[src/rtl/avalon_mm_arb2.sv]
// 2:1 round-robin arbiter sharing one pipelined Avalon-MM master between two requesters,
// with an ID FIFO routing in-order read responses back. Define ARB_STATS_EN for command/FIFO statistics.
module avalon_mm_arb2 #(
  parameter int ADDR_W  = 32,
  parameter int DATA_W  = 256,
  parameter int MAX_OUT = 8
) (
  input  logic              clk,
  input  logic              reset,
  input  logic [ADDR_W-1:0] s0_address,
  input  logic              s0_read,
  input  logic              s0_write,
  input  logic [DATA_W-1:0] s0_writedata,
  output logic              s0_waitrequest,
  output logic [DATA_W-1:0] s0_readdata,
  output logic              s0_readdatavalid,
  input  logic [ADDR_W-1:0] s1_address,
  input  logic              s1_read,
  input  logic              s1_write,
  input  logic [DATA_W-1:0] s1_writedata,
  output logic              s1_waitrequest,
  output logic [DATA_W-1:0] s1_readdata,
  output logic              s1_readdatavalid,
  output logic [ADDR_W-1:0] m_address,
  output logic              m_read,
  output logic              m_write,
  output logic [DATA_W-1:0] m_writedata,
  input  logic              m_waitrequest,
  input  logic [DATA_W-1:0] m_readdata,
  input  logic              m_readdatavalid,
  output logic              err_unexp
`ifdef ARB_STATS_EN
  ,
  output logic [31:0]                  stat_cmd0,
  output logic [31:0]                  stat_cmd1,
  output logic [$clog2(MAX_OUT):0]     stat_fifo_max
`endif
);

  localparam int PTR_W = $clog2(MAX_OUT);
  localparam int CNT_W = PTR_W + 1;
  localparam logic [CNT_W-1:0] FULL_CNT = CNT_W'(MAX_OUT);

  typedef enum logic {IDLE, BUSY} state_t;

  state_t              state_q, state_d;
  logic [ADDR_W-1:0]   m_address_q, m_address_d;
  logic [DATA_W-1:0]   m_writedata_q, m_writedata_d;
  logic                m_read_q, m_read_d;
  logic                m_write_q, m_write_d;
  logic                grant_q, grant_d;
  logic                last_grant_q, last_grant_d;
  logic [MAX_OUT-1:0]  fifo_mem_q, fifo_mem_d;
  logic [PTR_W-1:0]    wr_ptr_q, wr_ptr_d;
  logic [PTR_W-1:0]    rd_ptr_q, rd_ptr_d;
  logic [CNT_W-1:0]    count_q, count_d;
  logic                err_unexp_q, err_unexp_d;

  logic fifo_full, elig0, elig1, sel, accept, push, pop, head_id;

  assign fifo_full = (count_q == FULL_CNT);
  assign elig0     = s0_write | (s0_read & ~fifo_full);
  assign elig1     = s1_write | (s1_read & ~fifo_full);
  assign sel       = (elig0 && elig1) ? ~last_grant_q : elig1;
  assign accept    = (state_q == BUSY) && !m_waitrequest;
  assign push      = accept && m_read_q;
  assign pop       = m_readdatavalid && (count_q != '0);
  assign head_id   = fifo_mem_q[rd_ptr_q];

  // Arbitration and command-holding FSM; m_* only change on grant or on acceptance.
  always_comb begin
    state_d       = state_q;
    m_address_d   = m_address_q;
    m_writedata_d = m_writedata_q;
    m_read_d      = m_read_q;
    m_write_d     = m_write_q;
    grant_d       = grant_q;
    last_grant_d  = last_grant_q;
    case (state_q)
      IDLE: begin
        if (elig0 || elig1) begin
          grant_d       = sel;
          last_grant_d  = sel;
          state_d       = BUSY;
          m_address_d   = sel ? s1_address : s0_address;
          m_writedata_d = sel ? s1_writedata : s0_writedata;
          m_write_d     = sel ? s1_write : s0_write;
          m_read_d      = sel ? (s1_read & ~s1_write) : (s0_read & ~s0_write);
        end
      end
      BUSY: begin
        if (!m_waitrequest) begin
          m_read_d  = 1'b0;
          m_write_d = 1'b0;
          state_d   = IDLE;
        end
      end
      default: state_d = IDLE;
    endcase
  end

  // ID FIFO: one bit per outstanding read naming the port that issued it.
  always_comb begin
    fifo_mem_d  = fifo_mem_q;
    wr_ptr_d    = wr_ptr_q;
    rd_ptr_d    = rd_ptr_q;
    count_d     = count_q;
    err_unexp_d = err_unexp_q | (m_readdatavalid && (count_q == '0));
    if (push) begin
      fifo_mem_d[wr_ptr_q] = grant_q;
      wr_ptr_d             = wr_ptr_q + PTR_W'(1);
    end
    if (pop) begin
      rd_ptr_d = rd_ptr_q + PTR_W'(1);
    end
    if (push && !pop) begin
      count_d = count_q + CNT_W'(1);
    end else if (pop && !push) begin
      count_d = count_q - CNT_W'(1);
    end
  end

  always_ff @(posedge clk or posedge reset) begin
    if (reset) begin
      state_q       <= IDLE;
      m_address_q   <= '0;
      m_writedata_q <= '0;
      m_read_q      <= 1'b0;
      m_write_q     <= 1'b0;
      grant_q       <= 1'b0;
      last_grant_q  <= 1'b1;
      fifo_mem_q    <= '0;
      wr_ptr_q      <= '0;
      rd_ptr_q      <= '0;
      count_q       <= '0;
      err_unexp_q   <= 1'b0;
    end else begin
      state_q       <= state_d;
      m_address_q   <= m_address_d;
      m_writedata_q <= m_writedata_d;
      m_read_q      <= m_read_d;
      m_write_q     <= m_write_d;
      grant_q       <= grant_d;
      last_grant_q  <= last_grant_d;
      fifo_mem_q    <= fifo_mem_d;
      wr_ptr_q      <= wr_ptr_d;
      rd_ptr_q      <= rd_ptr_d;
      count_q       <= count_d;
      err_unexp_q   <= err_unexp_d;
    end
  end

  assign m_address        = m_address_q;
  assign m_writedata      = m_writedata_q;
  assign m_read           = m_read_q;
  assign m_write          = m_write_q;
  assign err_unexp        = err_unexp_q;
  assign s0_waitrequest   = ~(accept && !grant_q);
  assign s1_waitrequest   = ~(accept && grant_q);
  assign s0_readdata      = m_readdata;
  assign s1_readdata      = m_readdata;
  assign s0_readdatavalid = pop && !head_id;
  assign s1_readdatavalid = pop && head_id;

`ifdef ARB_STATS_EN
  logic [31:0]      stat_cmd0_q, stat_cmd0_d;
  logic [31:0]      stat_cmd1_q, stat_cmd1_d;
  logic [CNT_W-1:0] stat_fifo_max_q, stat_fifo_max_d;

  // Per-port accept counters wrap naturally; high-water mark tracks the next FIFO count.
  always_comb begin
    stat_cmd0_d     = stat_cmd0_q;
    stat_cmd1_d     = stat_cmd1_q;
    stat_fifo_max_d = stat_fifo_max_q;
    if (accept && !grant_q) stat_cmd0_d = stat_cmd0_q + 32'd1;
    if (accept && grant_q)  stat_cmd1_d = stat_cmd1_q + 32'd1;
    if (count_d > stat_fifo_max_q) stat_fifo_max_d = count_d;
  end

  always_ff @(posedge clk or posedge reset) begin
    if (reset) begin
      stat_cmd0_q     <= '0;
      stat_cmd1_q     <= '0;
      stat_fifo_max_q <= '0;
    end else begin
      stat_cmd0_q     <= stat_cmd0_d;
      stat_cmd1_q     <= stat_cmd1_d;
      stat_fifo_max_q <= stat_fifo_max_d;
    end
  end

  assign stat_cmd0     = stat_cmd0_q;
  assign stat_cmd1     = stat_cmd1_q;
  assign stat_fifo_max = stat_fifo_max_q;
`endif

endmodule

[config.mk]
export PLATFORM = sky130hd
export DESIGN_NAME = avalon_mm_arb2
export DESIGN_NICKNAME = d
export VERILOG_FILES = /design/src/rtl/avalon_mm_arb2.sv
export SDC_FILE = /design/constraint.sdc
export NUM_CORES = 1
export LEC_CHECK = 0
export ABC_CLOCK_PERIOD_IN_PS = 9500
export CAP_MARGIN = 25
export CORE_AREA = 2 2 634 636
export DETAILED_ROUTE_END_ITERATION = 7
export DIE_AREA = 0 0 636 638
export DONT_BUFFER_PORTS = 1
export SLEW_MARGIN = 15
export SYNTH_ARGS = -nofsm -noshare
export SYNTH_HDL_FRONTEND = slang
export SYNTH_SLANG_ARGS = --single-unit
[constraint.sdc]
create_clock -name clk -period 9.5 [get_ports clk]
set_clock_uncertainty 0.2 [all_clocks]
set_input_delay 0.95 -clock clk [delete_from_list [all_inputs] [get_ports clk]]
set_output_delay 0.95 -clock clk [all_outputs]
set_load 0.03 [all_outputs]
==> impl_results.md <==
* Status: finished clean
* Post-synthesis xor/xnor area fraction at 0.324%
* Simple-gate area share of the yosys netlist at 14.6%
* Cell Area, Synth at 0.0189 mm²
* Reg-to-Reg End: m_writedata[211]$_DFFE_PP0P_
* Vias in the first global route at 15.3k
* Initial DRC count at 2508
* First-pass GRT wire length at 341000 µm
* # rows at 232
* Clock slew at reported path FFs at 0.07 ns
* Gp weighted congestion at 1.00
* Final Hold Viols at 0
* Avg WL per Cell at 42.8 µm
* WS Path Type: flip-flop to flip-flop
* Crit. End Element: flip-flop
* Crit path time final at 4.21 ns
* Achievable Freq at 0.238 GHz
* Router iterations before antenna repair at 6
* #FFs+latches synth at 312
* Slew Limit Headroom at 29.1%
* Reg-to-reg critical path startpoint: count_q[1]$_DFFE_PP0P_
* Die width at 636 µm
* Yosys Warn Count at 0
* Cts bufs inserted at 44
* Fin nets at 2496
* Type of origin of the critical path: flip-flop
* Seq/Total Area, Yosys at 41.3%
* Num ports at 1647
* Post-synthesis mux area share at 0.879%
* Data arrival, critical path at 4.61 ns
* Core area at 0.399 mm²
* Top-area cell type share of the netlist area at 41.1%
* Largest net degree at the start of global routing at 200
* Maximum VDD drop at 0.000123 V
* Crit Path Max Fanout at 83
* Cells after synthesis at 2262
* Setup slack, reg-to-reg at 5.29 ns
* TritonCTS clock tree: yes
* Hold buffer count at cts at 1
* CP Buf/Inv Count at 2
* Required @ worst endpoint at 9.90 ns
* Die Ht at 638 µm
* Full die area at 0.406 mm²
* Root buffer cell: clkbuf_16
* Final setup fails at 0
* P_leak at 6.57 nW
* Fin Setup TNS at 0 ns
* Reg2reg path depth at 6
* Worst slew pin tran at 1.06 ns
* Post-synthesis compound-gate area fraction at 17.8%
* Initial antenna violation count at 263
* Largest area contributor in the netlist: dfrtp_1
* Hold endpoint: m_writedata[70]$_DFFE_PP0P_
* Post-route ant nets at 0
* Layout cells sized above 1 at 8.19%
* Gr ovfl total at 0
* Unrepaired setup endpoints after global routing: no
* CTS HTree Levels at 2
* Bufs on Longest Clock Path at 3
* Mean Syn Cell Area at 8.37 µm²
* Crit path max-delay family: buffers and inverters
* HP Start: s1_writedata[70]
* Ys flop type: dfrtp_1
* Vias at 18.1k
* Max-cap violations at 0
* Synthesized Nets at 3108
* Slowest cell delay on critical path at 0.84 ns
* Power Total at 7.55 mW
* Clock Sinks at 312
* Slew Viols, Final at 0
* Pwr/cell area at 321 mW/mm²
* Synth-to-layout area growth at 24.2%
* GRT Overall Usage at 14.4%
* Final wirelength at 304000 µm
* Adder-cell share of the synthesized area at 0.436%
* FILL cells at 46.9k
* Crit-path most repeated cell: buf_4
* Synth top area cells: dfrtp_1 41%, buf_4 20%, a31oi_1 9.5%
* Via/cell ratio at 2.55
* Largest family of logic cells by synthesized area: buffers and inverters
* Worst path cell trace: nor4b_2, o21a_4, buf_4, buf_4, nand3_1, a31oi_1
* DRC at 0
* Post-DP HPWL at 276000 µm
* Cell variety after synth at 40
* Hold Crit Class: primary input to flip-flop
* Post-CTS setup buffers at 0
* EDFF count, synth at 0
* Worst-Skew Late Latency at 0.71 ns
* Initial Util at 4.75%
* Crit-path slowest cell: buf_4
* Post-CTS Resized at 0
* I/O Buffers at 0
* Hold Path Stages at 2
* Ys async rst share at 100%
* Final period utilization at 44.3%
power by group:
part	switching [mW]	leakage [nW]	internal (mW)
Combinational	1.30	2.28	0.602
Sequential	1.90	3.50	1.82
Clock	0.817	0.783	1.11
synth_stat cells (2+ instances only):
| cell | number |
|---|---|
| nor4_1 | 3 |
| buf_2 | 30 |
| buf_1 | 35 |
| mux2_2 | 9 |
| nand3_1 | 290 |
| mux2i_1 | 2 |
| o21ai_0 | 291 |
| inv_1 | 4 |
| nor3b_1 | 2 |
| xnor2_1 | 7 |
| nor3_1 | 2 |
| nand2b_1 | 2 |
| clkbuf_2 | 26 |
| ha_1 | 5 |
| a31oi_1 | 288 |
| o21ai_1 | 3 |
| nand2_1 | 18 |
| a21oi_1 | 3 |
| dfrtp_1 | 311 |
| a21o_1 | 3 |
| nor2_1 | 293 |
| mux4_2 | 2 |
| clkbuf_1 | 100 |
| nand3b_1 | 4 |
| buf_4 | 512 |
| buf_6 | 3 |
metrics by stage:
stage / std cells / utilization (%) / setup WS (ns) / hold WS (ns) / instance area (µm²)
2_1_floorplan: 2262 / - / 4.20 / 0.266 / 18900
3_3_place_gp: 6848 / 5.31 / 4.95 / 0.283 / 21200
3_5_place_dp: 6861 / 5.36 / 5.33 / 0.294 / 21400
4_1_cts: 6943 / 5.77 / 5.31 / 0.0928 / 23000
5_1_grt: 7081 / 5.88 / 5.07 / 0.156 / 23400
6_report: 7113 / 5.90 / 5.29 / 0.185 / 23500
flip-flops by register name, indices dropped and copies added (netlist names), 3 cells and up:
signal / count
count_q: 4
fifo_mem_q: 8
m_address: 32
m_writedata: 256
rd_ptr_q: 3
wr_ptr_q: 3
cell type report:
| type | instances | area (µm²) | share of cell area [%] |
|---|---|---|---|
| Timing Repair Buffer | 48 | 593 | 2.52 |
| Sequential cell | 312 | 7810 | 33.2 |
| Inverter | 4 | 18.8 | 0.0798 |
| Clock inverter | 17 | 267 | 1.13 |
| Tap cell | 5265 | 6590 | 28.0 |
| Antenna cell | 163 | 408 | 1.74 |
| Clock buffer | 64 | 1350 | 5.73 |
| Multi-Input combinational cell | 1240 | 6480 | 27.6 |
layout by cell type, fill, tap and decap left out, drive strengths merged, types with 3 or more instances in the layout:
cell type  count
a21oi          4
xnor2          7
inv            9
o21ai        294
nand2         18
a31oi        288
clkbuf        66
bufinv         4
buf           45
nand3b         4
nand3        290
nor4           3
clkinvlp       4
nor2         293
mux2           9
dfrtp        311
diode        163
a21o           3
ha             5
clkinv         4
logic make-up after synthesis:
family                   after synthesis
AO/OA/AOI/OAI                        594
XOR/XNOR                               7
adder cells (fa/ha/maj)                6
buffers and inverters                710
flip-flops                           312
multiplexers                          13
AND/OR/NAND/NOR                      620
worst max path at each step:
| stage | start | to | slack (ns) | cells after the start |
|---|---|---|---|---|
| 2_1_floorplan | reset | count_q[0]$_DFFE_PP0P_ | 4.20 | 1 |
| 3_3_place_gp | count_q[0]$_DFFE_PP0P_ | m_writedata[93]$_DFFE_PP0P_ | 4.95 | 6 |
| 3_5_place_dp | count_q[1]$_DFFE_PP0P_ | m_writedata[211]$_DFFE_PP0P_ | 5.33 | 6 |
| 4_1_cts | count_q[1]$_DFFE_PP0P_ | m_writedata[211]$_DFFE_PP0P_ | 5.31 | 6 |
| 5_1_grt | count_q[0]$_DFFE_PP0P_ | m_writedata[211]$_DFFE_PP0P_ | 5.07 | 6 |
| 6_report | count_q[1]$_DFFE_PP0P_ | m_writedata[211]$_DFFE_PP0P_ | 5.29 | 6 |
per-layer routing:
layer  wire [µm]  part of all wire, %  global-route usage [%]
met1       70300                   23                    9.49
met2      152000                   50                    25.6
met3       60500                   20                    13.6
met4       19600                  6.4                    7.60
met5        1350                 0.45                    1.08
No activity file was read; power rests on OpenSTA's default activity.
==> RTL edit, RTL diff (same flow settings) <==
Build with the macro `ARB_STATS_EN` defined.
--- a/src/rtl/avalon_mm_arb2.sv
+++ b/src/rtl/avalon_mm_arb2.sv
@@ -1,5 +1,7 @@
 // 2:1 round-robin arbiter sharing one pipelined Avalon-MM master between two requesters,
 // with an ID FIFO routing in-order read responses back. Define ARB_STATS_EN for command/FIFO statistics.
+`define ARB_STATS_EN
+
 module avalon_mm_arb2 #(
   parameter int ADDR_W  = 32,
   parameter int DATA_W  = 256,
New outputs: stat_cmd0, stat_cmd1 and stat_fifo_max. Check against the original RTL: not settled (the Yosys comparison gave no result); the edit may change what the design does.
==> RTL edit against the unedited design <==
- cell area rose by 11%
- synthesized cell count fell by 5.0%
- worst setup slack improved by 0.075 ns
- non-clock buffer count fell by 19
- sequential cell count rose by 68
- synthesized area rose by 13%
- register-to-register slack improved by 0.20 ns
- total power rose by 8.9%
- clock power rose by 16%
- via count fell by 10%
- wire length fell by 7.0%
- largest cell class unchanged
- sequential share of layout area rose by 3.3 points
==> RTL edit: results (changes against the unedited design) <==
* Met2 Wirelength at 131,000 µm (-14%)
* Grt met3 use at 0.148 (+0.0114)
* Synth area leaders: dfrtp_1 45%, buf_4 18%, mux2i_1 14%
* Largest register FFs at 256 (unchanged)
* Avg Vias per Cell at 2.30 (-9.5%)
* Routed length on met3 at 65,300 µm (+8.0%)
* Register area share after synthesis at 0.447 (+0.0339)
* Syn Nets at 2,998 (-3.5%)
* Pre-CTS setup slack at 5.60 ns (+0.269 ns)
* Largest net degree at the start of global routing at 171 (-14%)
* Crit path launch: state_q
* Hold path cells at 1 (-1)
* Clock Tree Buf Depth at 3 (unchanged)
* Clock latency on the worst-skew pair at 0.74 ns (+0.03 ns)
* Fmax at 242 MHz (+1.8%)
* Rel. slew slack at 0.259 (-0.0322)
* Detailed placer's ending HPWL at 260,000 µm (-6.1%)
* Worst r2r dst: m_writedata[152]
* Area share of the largest cell type after synthesis at 0.445 (+0.0341)
* Maximum vdd drop at 0.210 mV (+70%)
* Post-synth top cells: 522 x buf_4, 379 x dfrtp_1, 309 x nor2_1
* Crit path DAT at 2.98 ns (-1.63 ns)
* Fillcell total at 46,700 (-0.52%)
* Cell variety after synth at 49 (+23%)
* Hold_sp: m_readdatavalid
* TritonRoute pass-1 iters at 7 (+1)
* DRT iter0 DRCs at 1,602 (-36%)
* Layout cell share with drive strength beyond 1 at 0.0887 (+0.00676)
* Fin nets at 2,464 (-1.3%)
* I/O Buffers at 0 (unchanged)
* Metal-1 WL at 69,300 µm (-1.4%)
* WHS Endpoint: err_unexp
* First-pass GRT wire length at 316,000 µm (-7.5%)
* Vias in the first global route at 14,300 (-6.7%)
* Run status: completed
* Worst hold margin at 0.132 ns (-0.0521 ns)
* Maximum fanout along the worst path at 8 (-90%)
* GRT Total Usage at 0.134 (-0.00974)
* Routed WL at 283,000 µm (-7.0%)
* R2R depth at 9 (+3)
* Pint at 4070 µW (+15%)
* Post-CTS Resized at 0 (unchanged)
* Cts bufs inserted at 53 (+20%)
* Met2 Resource Use GR at 0.215 (-0.0409)
* Initial antenna violation count at 285 (+8.4%)
* FF-to-FF setup slack at 5.49 ns (+0.20 ns)
* Ys async rst share at 1.00 (unchanged)
* GR Layer Usage met1 at 0.0945 (-0.000479)
* Placer congestion estimate at 1.05 (+4.1%)
-- RTL edit: logic make-up after synthesis --
kind of cell    Yosys count  synth area share
mux                     309             0.147
fa+ha+maj                11           0.00635
flops                   380             0.447
compound gates          308            0.0738
buf+inv                 633             0.207
xor+xnor                 69            0.0284
simple gates            438            0.0906
-- RTL edit: how the worst max path moves through the flow --
stage / to / depth (start not counted)
floorplan: count_q[0] / 1
global placement: m_writedata[97] / 6
detailed placement: m_writedata[97] / 9
CTS: s0_waitrequest / 4
global route: s0_waitrequest / 4
finish: s0_waitrequest / 4
-- RTL edit: layout make-up --
| class | instances | area, µm² | share of cell area |
|---|---|---|---|
| sequential | 380 | 9510 | 0.365 |
| multi-input combinational | 1135 | 7400 | 0.284 |
| antenna | 117 | 293 | 0.0112 |
| clock inverter | 38 | 473 | 0.0182 |
| inverter | 15 | 60.1 | 0.00231 |
| timing repair buffer | 29 | 333 | 0.0128 |
| clock buffer | 61 | 1380 | 0.0529 |
| tap | 5265 | 6590 | 0.253 |
-- RTL edit: stage by stage --
stage	util	cells
3_5_place_dp	0.0598	6821
4_1_cts	0.0645	6921
3_3_place_gp	0.0597	6814
5_1_grt	0.0650	6991
6_report	0.0653	7040
2_1_floorplan	-	2148
-- RTL edit: power groups by stage --
stage,logic [µW],clock network (µW),registers (µW)
2_1_floorplan,1730,0,3430
3_3_place_gp,1640,0,4440
3_5_place_dp,1720,0,4410
4_1_cts,1730,2330,4390
5_1_grt,1900,2370,4370
6_report,1710,2220,4290
-- RTL edit: critical path, cell delays in order (launching register included) --
cell	delay, ns
dfrtp_1	0.83
nand2b_1	0.10
buf_4	0.24
nor2_1	0.56
inv_1	0.53
